## src/rtl/serial_udiv.sv

```systemverilog
// serial_udiv: multi-cycle 32-bit unsigned restoring divider behind two valid/ready operand channels
// Ports: clk, reset (sync, active-high); s_axis_dividend_* / s_axis_divisor_* operand channels;
//        m_axis_dout_tdata {quotient, remainder} with one-cycle m_axis_dout_tvalid pulse.
// Macro SERIAL_UDIV_RADIX4_EN: two restoring steps per cycle (17-cycle latency instead of 33).
module serial_udiv (
  input  logic        clk,
  input  logic        reset,
  input  logic [31:0] s_axis_dividend_tdata,
  input  logic        s_axis_dividend_tvalid,
  output logic        s_axis_dividend_tready,
  input  logic [31:0] s_axis_divisor_tdata,
  input  logic        s_axis_divisor_tvalid,
  output logic        s_axis_divisor_tready,
  output logic [63:0] m_axis_dout_tdata,
  output logic        m_axis_dout_tvalid
);
  localparam logic [1:0] IDLE = 2'd0;
  localparam logic [1:0] CAPT = 2'd1;
  localparam logic [1:0] BUSY = 2'd2;
  localparam logic [1:0] DONE = 2'd3;
`ifdef SERIAL_UDIV_RADIX4_EN
  localparam logic [4:0] LAST = 5'd15;
`else
  localparam logic [4:0] LAST = 5'd31;
`endif
  logic [1:0]  state_q, state_d;
  logic        dvd_full_q, dvd_full_d, dvs_full_q, dvs_full_d;
  logic [31:0] q_q, q_d, dvs_q, dvs_d;
  logic [32:0] r_q, r_d;
  logic [4:0]  cnt_q, cnt_d;
  logic [63:0] dout_q, dout_d;
  logic        accepting, hs_dvd, hs_dvs;
  logic [64:0] step1, step2;

  // One restoring step on {R,Q}; returns {R[32:0], Q[31:0]}.
  function automatic logic [64:0] step(input logic [32:0] r, input logic [31:0] q, input logic [31:0] d);
    logic [64:0] sh;
    logic [32:0] t;
    sh = {r, q} << 1;
    t = sh[64:32] - {1'b0, d};
    return t[32] ? sh : {t, sh[31:1], 1'b1};
  endfunction

  assign accepting              = (state_q == IDLE) || (state_q == CAPT);
  assign s_axis_dividend_tready = accepting & ~dvd_full_q;
  assign s_axis_divisor_tready  = accepting & ~dvs_full_q;
  assign hs_dvd                 = s_axis_dividend_tvalid & s_axis_dividend_tready;
  assign hs_dvs                 = s_axis_divisor_tvalid & s_axis_divisor_tready;
  assign m_axis_dout_tdata      = dout_q;
  assign m_axis_dout_tvalid     = state_q == DONE;
  assign step1                  = step(r_q, q_q, dvs_q);
`ifdef SERIAL_UDIV_RADIX4_EN
  assign step2 = step(step1[64:32], step1[31:0], dvs_q);
`else
  assign step2 = step1;
`endif

  // The dividend slot doubles as the quotient shift register; R is cleared while not iterating.
  always_comb begin
    dvd_full_d = (state_q != DONE) & (dvd_full_q | hs_dvd);
    dvs_full_d = (state_q != DONE) & (dvs_full_q | hs_dvs);
    q_d        = hs_dvd ? s_axis_dividend_tdata : (state_q == BUSY) ? step2[31:0] : q_q;
    dvs_d      = hs_dvs ? s_axis_divisor_tdata : dvs_q;
    r_d        = (state_q == BUSY) ? step2[64:32] : '0;
    cnt_d      = (state_q == BUSY) ? cnt_q + 5'd1 : '0;
    dout_d     = (state_q == BUSY && cnt_q == LAST) ? {step2[31:0], step2[63:32]} : dout_q;
    state_d    = accepting ? ((dvd_full_d & dvs_full_d) ? BUSY : (dvd_full_d | dvs_full_d) ? CAPT : IDLE)
               : (state_q == BUSY) ? ((cnt_q == LAST) ? DONE : BUSY) : IDLE;
  end

  always_ff @(posedge clk) begin
    if (reset) begin
      state_q    <= IDLE;
      dvd_full_q <= 1'b0;
      dvs_full_q <= 1'b0;
      q_q        <= '0;
      dvs_q      <= '0;
      r_q        <= '0;
      cnt_q      <= '0;
      dout_q     <= '0;
    end else begin
      state_q    <= state_d;
      dvd_full_q <= dvd_full_d;
      dvs_full_q <= dvs_full_d;
      q_q        <= q_d;
      dvs_q      <= dvs_d;
      r_q        <= r_d;
      cnt_q      <= cnt_d;
      dout_q     <= dout_d;
    end
  end
endmodule

```

## config.mk

```make
export PLATFORM = sky130hd
export DESIGN_NAME = serial_udiv
export DESIGN_NICKNAME = d
export VERILOG_FILES = /design/src/rtl/serial_udiv.sv
export SDC_FILE = /design/constraint.sdc
export NUM_CORES = 1
export LEC_CHECK = 0
export CORE_MARGIN = 5
export CORE_UTILIZATION = 50
export DETAILED_ROUTE_END_ITERATION = 10
export GPL_ROUTABILITY_DRIVEN = 0
export PLACE_DENSITY = 0.82
export RECOVER_POWER = 100
export SYNTH_ARGS = -nofsm -noshare
export SYNTH_HDL_FRONTEND = slang
export SYNTH_SLANG_ARGS = --single-unit
```

## constraint.sdc

```tcl
create_clock -name clk -period 8.81 [get_ports clk]
set_input_delay 1.762 -clock clk [delete_from_list [all_inputs] [get_ports clk]]
set_output_delay 1.762 -clock clk [all_outputs]
set_load 0.01 [all_outputs]
```

==> Yosys cells after proc, flatten, opt, wreduce, memory -nomap -nowiden <==
Cells that the tools add are included.
{ "totals": {"output_inout_bits": 67, "reg_bits": 169} }
{ "op_classes": {"n_eq_ne": 5, "n_mux": 8, "reduce_logical": 5, "bitwise": 13, "addsub": 2} }
{ "op_table": {"columns": ["op", "n"], "rows": [
  ["32-bit two-way mux", 2],
  ["64-bit two-way mux", 1],
  ["33-bit by 32-bit subtractor with 33-bit output", 1],
  ["1-bit bitwise AND", 7],
  ["2-bit two-way mux", 3],
  ["5-bit by 1-bit adder with 5-bit output (second input constant)", 1],
  ["5-bit == test (second input constant)", 1],
  ["2-bit == test (second input constant)", 2],
  ["1-bit inverter", 3],
  ["1-bit OR", 3],
  ["2-bit by 1-bit == test with 1-bit output (second input constant)", 1],
  ["2-bit zero test", 1],
  ["1-bit two-way mux", 2],
  ["2-bit inequality test (second input constant)", 1],
  ["2-bit nonzero test", 1],
  ["2-bit OR reduction", 1],
  ["1-bit logical AND", 1],
  ["1-bit logical OR", 1]
]} }

==> Longest topological paths before layout <==
Gate-level depths: netlist (run 1).
{ "depth": {"ltp_word": 10, "ltp_mapped": 14} }

==> Least setup slack after synthesis (run 1) <==
Ideal clock, no wire load.
{ "synth_path": {"path_kind": "input to register", "start": "in s_axis_dividend_tvalid", "end": "reg state_q[0]", "cell_stages": 8, "path_slack_ns": 5.797, "t_arrival_ns": 2.880, "required_ns": 8.677, "cell_sequence": "and2_1 -> clkbuf_1 -> clkbuf_1 -> nor2_1 -> nor2_1 -> ha_1 -> nand2b_1 -> a21oi_1"} }
{ "synth_between": {"elab_chain_cells": 7, "elab_cells_between_ends": 8, "classes_between": "3 x mux; 5 x bitwise"} }
{ "synth_lines": {"columns": ["item", "line", "source"], "rows": [
  ["start: declaration", "9", "input logic s_axis_dividend_tvalid,"],
  ["1-bit bitwise AND (*)", "47", "assign hs_dvd = s_axis_dividend_tvalid & s_axis_dividend_tready;"],
  ["1-bit OR (*)", "60", "dvd_full_d = (state_q != DONE) & (dvd_full_q | hs_dvd);"],
  ["1-bit bitwise AND (*)", "60", null],
  ["via dvd_full_d", "27", "logic dvd_full_q, dvd_full_d, dvs_full_q, dvs_full_d;"],
  ["1-bit OR", "67", "state_d = accepting ? ((dvd_full_d & dvs_full_d) ? BUSY : (dvd_full_d | dvs_full_d) ? CAPT : IDLE)"],
  ["1-bit two-way mux", "67", null],
  ["2-bit two-way mux (*) (2 in a row)", "67", null],
  ["end signal: assignment", "82", "state_q <= state_d;"],
  ["end: declaration", "26", "logic [1:0] state_q, state_d;"]
]} }
Mark *: on every way through the listed nets, which the timed path passes. The rest lies on a longest branch.
A chain may end at the register's enable or synchronous reset.

==> Worst setup path in the final report (run 1) <==
{ "layout_path": {"start": "reg q_q[31]", "end": "reg dout_q[27], in the netlist m_axis_dout_tdata[27]"} }
{ "layout_between": {"elab_chain_cells": 2} }
{ "layout_lines": {"columns": ["item", "line", "source"], "rows": [
  ["start: declaration", "28", "logic [31:0] q_q, q_d, dvs_q, dvs_d;"],
  ["start signal: assignment", "85", "q_q <= q_d;"],
  ["33-bit by 32-bit subtractor with 33-bit output", "40", "t = sh[64:32] - {1'b0, d};"],
  ["64-bit two-way mux", "41", "return t[32] ? sh : {t, sh[31:1], 1'b1};"],
  ["end signal: assignment", "89", "dout_q <= dout_d;"],
  ["end: declaration", "31", "logic [63:0] dout_q, dout_d;"]
]} }
Every way passes these cells.

==> results by group, run 1 <==
CTS
  – Clock tree sinks: 169
  – Clock Tree Buf Depth: 2
  – Clock-pin slew on the worst setup and hold paths: ~0.070 ns
  – CTS tree: done
  – Hold buffers post-CTS: 0
  – H-Tree Depth: 4
  – Post_cts resized: 0
  – Buffer count from post-CTS setup fixing: 0
  – CTS Buf Count: 17
  – Root Buffer: clkbuf_16
  – Clk_lat worst skew: around 0.43 ns

Detailed routing
  – DRC: 0
  – Final wirelength: 20,550 µm
  – First-pass DRT Iterations: 5
  – Via count: between 7,000 and 8,000
  – Initial DRC Count: 470
  – Post-DR vias/cell: 5.484
  – Avg WL per Cell: 15.63 µm
  – Final ANT Viol Nets: 0

Global routing
  – Largest net degree at the start of global routing: 86
  – Initial antenna violation count: 0
  – Vias in the first global route: between 7,000 and 8,000
  – Gr ovfl total: 0
  – Global Route Usage Sum: 0.2255
  – First-pass GRT wire length: 33,750 µm

Final layout
  – Antenna Cells: 0
  – Share of cells above drive strength 1: 0.04257
  – Cell Count, Final, Fillers Out: roughly 1,300
  – Fill cells: between 1,000 and 1,500
  – Layout area overhead: 24.44%
  – Nets: 1,195

Power and ir drop
  – Lkg Pwr: approximately 4.0 nW
  – Comb pwr share: 0.245
  – Power per cell area: 219.2 nW/µm²
  – Max VDD drop: between 0.2 and 0.25 mV
  – Pint: around 1.5 mW
  – Switching Share: 0.3169
  – NetSw: roughly 700 µW
  – Sequential power share: 0.393
  – Clock Power Share: 0.362

Setup path
  – CP arrival: a little over 6 ns
  – Ordered list of cells on the worst path: inv_1 > ha_1 > fa_1 > nand2b_1 > a21oi_1 > o211ai_1 > a2111oi_0 > nor2_1 > a311oi_1 > inv_2 > mux2i_1 > a211oi_1
  – Slowest-stage cell, CP: a311oi_1
  – Family with the most delay on the worst path: compound AO/OA/AOI/OAI gates
  – Crit Path Max Fanout: 22
  – Critical Path RT: ~9.0 ns
  – Worst path max stage delay: between 1.5 and 2 ns
  – Worst path buffer plus inverter count: 2
  – Startpoint Class: register
  – Crit Path Category: reg2reg
  – CP Capture Type: register

Floorplan
  – Die area: roughly 18,000 µm²
  – Die Y-Extent: between 100 and 150 µm
  – Row cnt: between 40 and 50
  – Num ports: roughly 140
  – Core box area: between 15,000 and 20,000 µm²
  – Starting Density: 0.5141
  – Die X: around 140 µm

Timing
  – Setup TNS: 0 ns
  – Slew Viols, Final: 109
  – Max-slew headroom: -1.527
  – F_max: around 170 MHz
  – Final period util: 0.6710
  – Final Hold Viols: 0
  – Final hold slack: approximately 0.45 ns
  – Worst Tran Pin Value: ~3.8 ns
  – Final setup viols: 0
  – Final Critical Period: ~6 ns
  – Clock skew: 0.01161 ns
  – RSZ-0062 raised after global routing: false

Synthesis
  – Area leader, netlist: dfxtp_1
  – Synthesized flop and latch total: 169
  – Most common cell in the netlist: nand2_1
  – Cell count after synthesis: about 990
  – Post-synth EDFFs: 0
  – Post-synthesis async set-or-reset flop share: 0
  – Sequential share of the synthesized area: 0.4297
  – Library cells used by synthesis: 48
  – Synth top cells by count: 192 x nand2_1, 169 x dfxtp_1, 159 x a21oi_1
  – Synth top area cells: dfxtp_1 43%, a21oi_1 10%, nand2_1 9.2%, ha_1 5.6%, nor2_1 4.4%
  – Most used DFF post-synth: dfxtp_1
  – Top-area cell type share of the netlist area: 0.4297
  – Average size of a mapped cell: around 8 µm²
  – Cell area after synthesis: around 7900 µm²
  – Syn Nets: around 1,100
  – Ys Warns: 0

Status
  – Status: finished with violations
  – Failing checks: max-capacitance violations, max-slew violations

Run
  – # Max-Cap Violations: 2

Placed design
  – Final HPWL DP: 13,960 µm
  – DP Cell Count: 1,283
  – PortBufs: around 130

Hold path
  – Worst hold-check path type: reg2reg
==> kinds of logic (layout without fill, tap and decap cells) <==
kind of cell,Yosys count,in the layout,synth area share
AOI/OAI and AO/OA,312,312,0.2403
xor gates and xnor gates,32,32,0.03560
adders and majority gates,36,36,0.05816
buffers and inverters,98,216,0.05244
DFF,169,169,0.4297
muxes,12,12,0.01526
and+or+nand+nor,327,327,0.1686
==> metal layers <==
metal  up-vias  part of all wire  GRT usage
li1       3578                 -          -
met1      3411              0.44     0.2775
met2       202              0.49     0.3919
met3        20             0.061    0.06278
met4         0            0.0097    0.05375
met5         -                 0          0
==> path summary, 6_finish.rpt <==
path	start	end	slack (ns)	depth (start not counted)
max	q_q[31]$_SDFFE_PP0P_	m_axis_dout_tdata[27]$_SDFFE_PP0P_	2.90	12
min	cnt_q[0]$_SDFF_PP0_	cnt_q[0]$_SDFF_PP0_	0.45	1
max reg2reg	q_q[31]$_SDFFE_PP0P_	m_axis_dout_tdata[27]$_SDFFE_PP0P_	2.90	12
min reg2reg	cnt_q[0]$_SDFF_PP0_	cnt_q[0]$_SDFF_PP0_	0.45	1
==> worst reg2reg max path, stage by stage, from the launching register on <==
cell and delay, ns:
dfxtp_1 0.35, inv_1 0.05, ha_1 0.21, fa_1 0.41, nand2b_1 0.18, a21oi_1 0.34
o211ai_1 0.20, a2111oi_0 0.60, nor2_1 0.15, a311oi_1 1.98, inv_2 0.65, mux2i_1 0.39
a211oi_1 0.10
==> through the flow <==
step / power, mW / util / worst slack, ns / cell area (µm²)
5_1_grt: 2.260 / 0.6398 / 2.262 / 9798
3_3_place_gp: 1.389 / 0.6074 / 4.728 / 9303
4_1_cts: 2.174 / 0.6475 / 4.574 / 9917
2_1_floorplan: 1.266 / - / 5.797 / 7874
6_report: 2.148 / 0.6398 / 2.898 / 9798
3_5_place_dp: 1.398 / 0.6074 / 4.606 / 9303
==> cell usage in the layout, fill, tap and decap left out, drive strengths merged, types with 4 or more instances in the layout <==
master | netlist | layout
nand2 | 192 | 192
a21oi | 177 | 177
dfxtp | 169 | 169
nor2 | 92 | 92
dlygate4sd3 | 0 | 68
clkdlybuf4s50 | 0 | 65
o21ai | 53 | 53
inv | 41 | 49
ha | 35 | 35
a22oi | 32 | 32
clkbuf | 46 | 23
xnor2 | 21 | 21
a21o | 16 | 16
mux2i | 12 | 12
xor2 | 11 | 11
nand2b | 9 | 9
buf | 11 | 7
and2 | 7 | 7
and3 | 6 | 6
nor3 | 6 | 6
a211oi | 6 | 6
a31oi | 4 | 4
nand4 | 4 | 4
nor2b | 4 | 4
==> power by group through the flow <==
stage	Clock (mW)	Sequential, mW	Combinational [mW]
2_1_floorplan	0	0.850	0.416
3_3_place_gp	0	0.857	0.532
3_5_place_dp	0	0.859	0.539
4_1_cts	0.787	0.843	0.544
5_1_grt	0.825	0.849	0.586
6_report	0.779	0.844	0.526
==> final cells by class <==
cell class | count | area [µm²] | area share
multi-input cells | 719 | 3988 | 0.4070
flip-flops and latches | 169 | 3383 | 0.3453
repair buffers | 143 | 1395 | 0.1424
clock buffers | 20 | 466.7 | 0.04763
well taps | 211 | 264.0 | 0.02694
inverters | 41 | 153.9 | 0.01571
clock inverters | 12 | 147.6 | 0.01507
==> state kept, by name (all words and copies together) (netlist names) <==
signal / count
m_axis_dout_tdata: 64
dvs_q: 32
q_q: 32
r_q: 32
cnt_q: 5
state_q: 2
dvd_full_q: 1
dvs_full_q: 1
(Power assumes the default switching activity.)
==> run 2, diff against run 1 <==
Clock period 8.81 ns to 6.2 ns, I/O delays scaled along.
==> run 2 against run 1 <==
Compared with the run above:
- the run still ends with max-capacitance violations, max-slew violations left
- final cell count about the same
- first-iteration DRC count decreased by 20%
- critical path depth unchanged
- global-route usage decreased by 0.48 points
- combinational power increased by 43%
- worst hold slack improved by 0.00082 ns
- non-clock buffer count increased by 1
- count of clock-buffer cells in the layout decreased by 1
- die area unchanged
- utilization increased by 0.090 points
- sequential power increased by 42%
- critical endpoint unchanged
==> results by group, run 2 (synthesis gave the netlist of run 1 again) <==
Status
  – Status: finished with violations
  – Failing checks: max-capacitance violations, max-slew violations

Timing
  – Slew Viols, Final: 36 (-67%)
  – Final setup viols: 0 (unchanged)
  – RSZ-0062 raised after global routing: false
  – Final Critical Period: 4.578 ns (-1.333 ns)
  – F_max: 218.4 MHz (+29%)
  – Final Hold Viols: 0 (unchanged)
  – Setup TNS: 0 ns (unchanged)
  – Clock skew: 0.01217 ns (+0.0005587 ns)
  – Worst Tran Pin Value: 1.638 ns (-2.153 ns)
  – Max-slew headroom: -0.09167 (+1.435)
  – Final period util: 0.7385 (+0.06743)

Setup path
  – Slowest-stage cell, CP: a311oi_4
  – Critical Path RT: 6.46 ns (-2.49 ns)
  – R2R Setup Slk: 1.62 ns (-1.28 ns)
  – Crit path from: q_q[31]$_SDFFE_PP0P_
  – Crit Path Category: reg2reg
  – FF-to-FF path depth: 12 (unchanged)
  – CP Capture Type: register
  – Worst path max stage delay: 0.85 ns (-1.13 ns)
  – Crit path top cell by count: inv_1
  – Startpoint Class: register
  – R2R Path End: m_axis_dout_tdata[27]$_SDFFE_PP0P_
  – Worst path buffer plus inverter count: 2 (unchanged)
  – Critical R2R Launch: q_q[31]$_SDFFE_PP0P_
  – Family with the most delay on the worst path: compound AO/OA/AOI/OAI gates
  – Crit Path Max Fanout: 21 (-4.5%)
  – CP endpoint: m_axis_dout_tdata[27]$_SDFFE_PP0P_
  – WP depth: 12 (unchanged)
  – CP arrival: 4.84 ns (-1.21 ns)
  – Ordered list of cells on the worst path: inv_1 > ha_1 > fa_1 > nand2b_1 > a21oi_1 > o211ai_1 > a2111oi_0 > nor2_1 > a311oi_4 > inv_1 > mux2i_1 > a211oi_1

Placed design
  – DP Cell Count: 1,284 (+0.078%)
  – PortBufs: 134 (unchanged)
  – Final HPWL DP: 13,770 µm (-1.4%)

Floorplan
  – Starting Density: 0.5141 (unchanged)
  – Die area: 18,360 µm² (unchanged)
  – Row cnt: 45 (unchanged)
  – Die X: 135.5 µm (unchanged)
  – Num ports: 135 (unchanged)
  – Core box area: 15,310 µm² (unchanged)
  – Die Y-Extent: 135.5 µm (unchanged)

Detailed routing
  – Final ANT Viol Nets: 0 (unchanged)
  – First-pass DRT Iterations: 6 (+1)
  – Via count: 7,098 (-1.6%)
  – DRC: 0 (unchanged)
  – Avg WL per Cell: 15.45 µm (-1.1%)
  – Initial DRC Count: 376 (-20%)
  – Final wirelength: 20,340 µm (-1.0%)
  – Post-DR vias/cell: 5.394 (-1.6%)

Final layout
  – Layout area overhead: 24.61%
  – Max reg flops: 64 (unchanged)
  – Cell Count, Final, Fillers Out: 1,316 (+0.076%)
  – Most common cell after layout, fill and taps aside: nand2_1
  – Post-Route Utilization: 0.6407 (+0.0008980)
  – Commonest cells after routing, fill and taps aside: 192 x nand2_1, 174 x a21oi_1, 169 x dfxtp_1
  – Antenna Cells: 0 (unchanged)
  – Nets: 1,196 (+0.084%)
  – Share of cells above drive strength 1: 0.04434 (+0.001771)

Global routing
  – First-pass GRT wire length: 33,090 µm (-2.0%)
  – Initial antenna violation count: 0 (unchanged)
  – Global Route Usage Sum: 0.2207 (-0.004812)
  – Gr ovfl total: 0 (unchanged)
  – Largest net degree at the start of global routing: 91 (+5.8%)
  – Vias in the first global route: 6,889 (-1.6%)

CTS
  – Clock tree sinks: 169 (unchanged)
  – Post_cts resized: 0 (unchanged)
  – Buffer count from post-CTS setup fixing: 0 (unchanged)
  – H-Tree Depth: 4 (unchanged)
  – CTS tree: done
  – Root Buffer: clkbuf_16
  – Clock Tree Buf Depth: 2 (unchanged)
  – Hold buffers post-CTS: 0 (unchanged)
  – CTS Buf Count: 17 (unchanged)
  – Clk_lat worst skew: 0.43 ns (about the same)
  – Clock-pin slew on the worst setup and hold paths: 0.07 ns (about the same)

Hold path
  – Worst hold-check path type: reg2reg

Run
  – # Max-Cap Violations: 1 (-1)

Power and ir drop
  – Max VDD drop: 0.2823 mV (+40%)
  – Power per cell area: 307.4 nW/µm² (+40%)
  – Lkg Pwr: 4.040 nW (about the same)
[run 2: how the worst min path moves through the flow]
stage                                  startpoint  slack (ns)  cells past startpoint                            endpoint
6_report       m_axis_dout_tdata[40]$_SDFFE_PP0P_        0.45                      2  m_axis_dout_tdata[40]$_SDFFE_PP0P_
5_1_grt        m_axis_dout_tdata[40]$_SDFFE_PP0P_        0.47                      2  m_axis_dout_tdata[40]$_SDFFE_PP0P_
4_1_cts                    dvs_q[23]$_SDFFE_PP0P_        0.46                      2              dvs_q[23]$_SDFFE_PP0P_
3_5_place_dp                  cnt_q[0]$_SDFF_PP0_        0.44                      1                 cnt_q[0]$_SDFF_PP0_
2_1_floorplan                 cnt_q[0]$_SDFF_PP0_        0.42                      1                 cnt_q[0]$_SDFF_PP0_
3_3_place_gp                  cnt_q[0]$_SDFF_PP0_        0.43                      1                 cnt_q[0]$_SDFF_PP0_
[run 2: worst reg2reg max path, cell delays in order, from the launching register on]
cell and delay (ns):
dfxtp_1 0.35, inv_1 0.05, ha_1 0.22, fa_1 0.40, nand2b_1 0.17, a21oi_1 0.34, o211ai_1 0.19, a2111oi_0 0.59
nor2_1 0.20, a311oi_4 0.85, inv_1 0.61, mux2i_1 0.34, a211oi_1 0.11
[run 2: where the power goes]
part / total, mW / internal (mW) / leakage, nW / switching, mW
sequential: 1.20 / 1.15 / 1.37 / 0.0454
clock: 1.07 / 0.594 / 0.294 / 0.471
combinational: 0.754 / 0.295 / 2.37 / 0.459
[run 2: through the flow]
stage	power (mW)	setup slack [ns]	hold slack, ns	instance area [µm²]
after global placement	1.976	2.309	0.4314	9310
after detailed placement	1.991	2.191	0.4403	9310
final	3.017	1.622	0.4515	9812
after floorplan	1.799	3.215	0.4175	7874
after global routing	3.175	1.183	0.4731	9812
after CTS	3.058	2.153	0.4569	9907
[run 2: layout make-up]
| cell class | count | area (µm²) |
|---|---|---|
| clock inverter | 13 | 143.9 |
| fill | 1345 | 5503 |
| multi-input combinational | 719 | 4015 |
| clock buffer | 19 | 452.9 |
| tap | 211 | 264.0 |
| timing repair buffer | 144 | 1399 |
| inverter | 41 | 153.9 |
| sequential | 169 | 3383 |
[run 2: routing by layer]
| layer | GRT usage | share of wire |
|---|---|---|
| met2 | 0.3747 | 0.49 |
| met3 | 0.07392 | 0.073 |
| met4 | 0.05487 | 0.011 |
| met5 | 0 | 0 |
| met1 | 0.2702 | 0.43 |
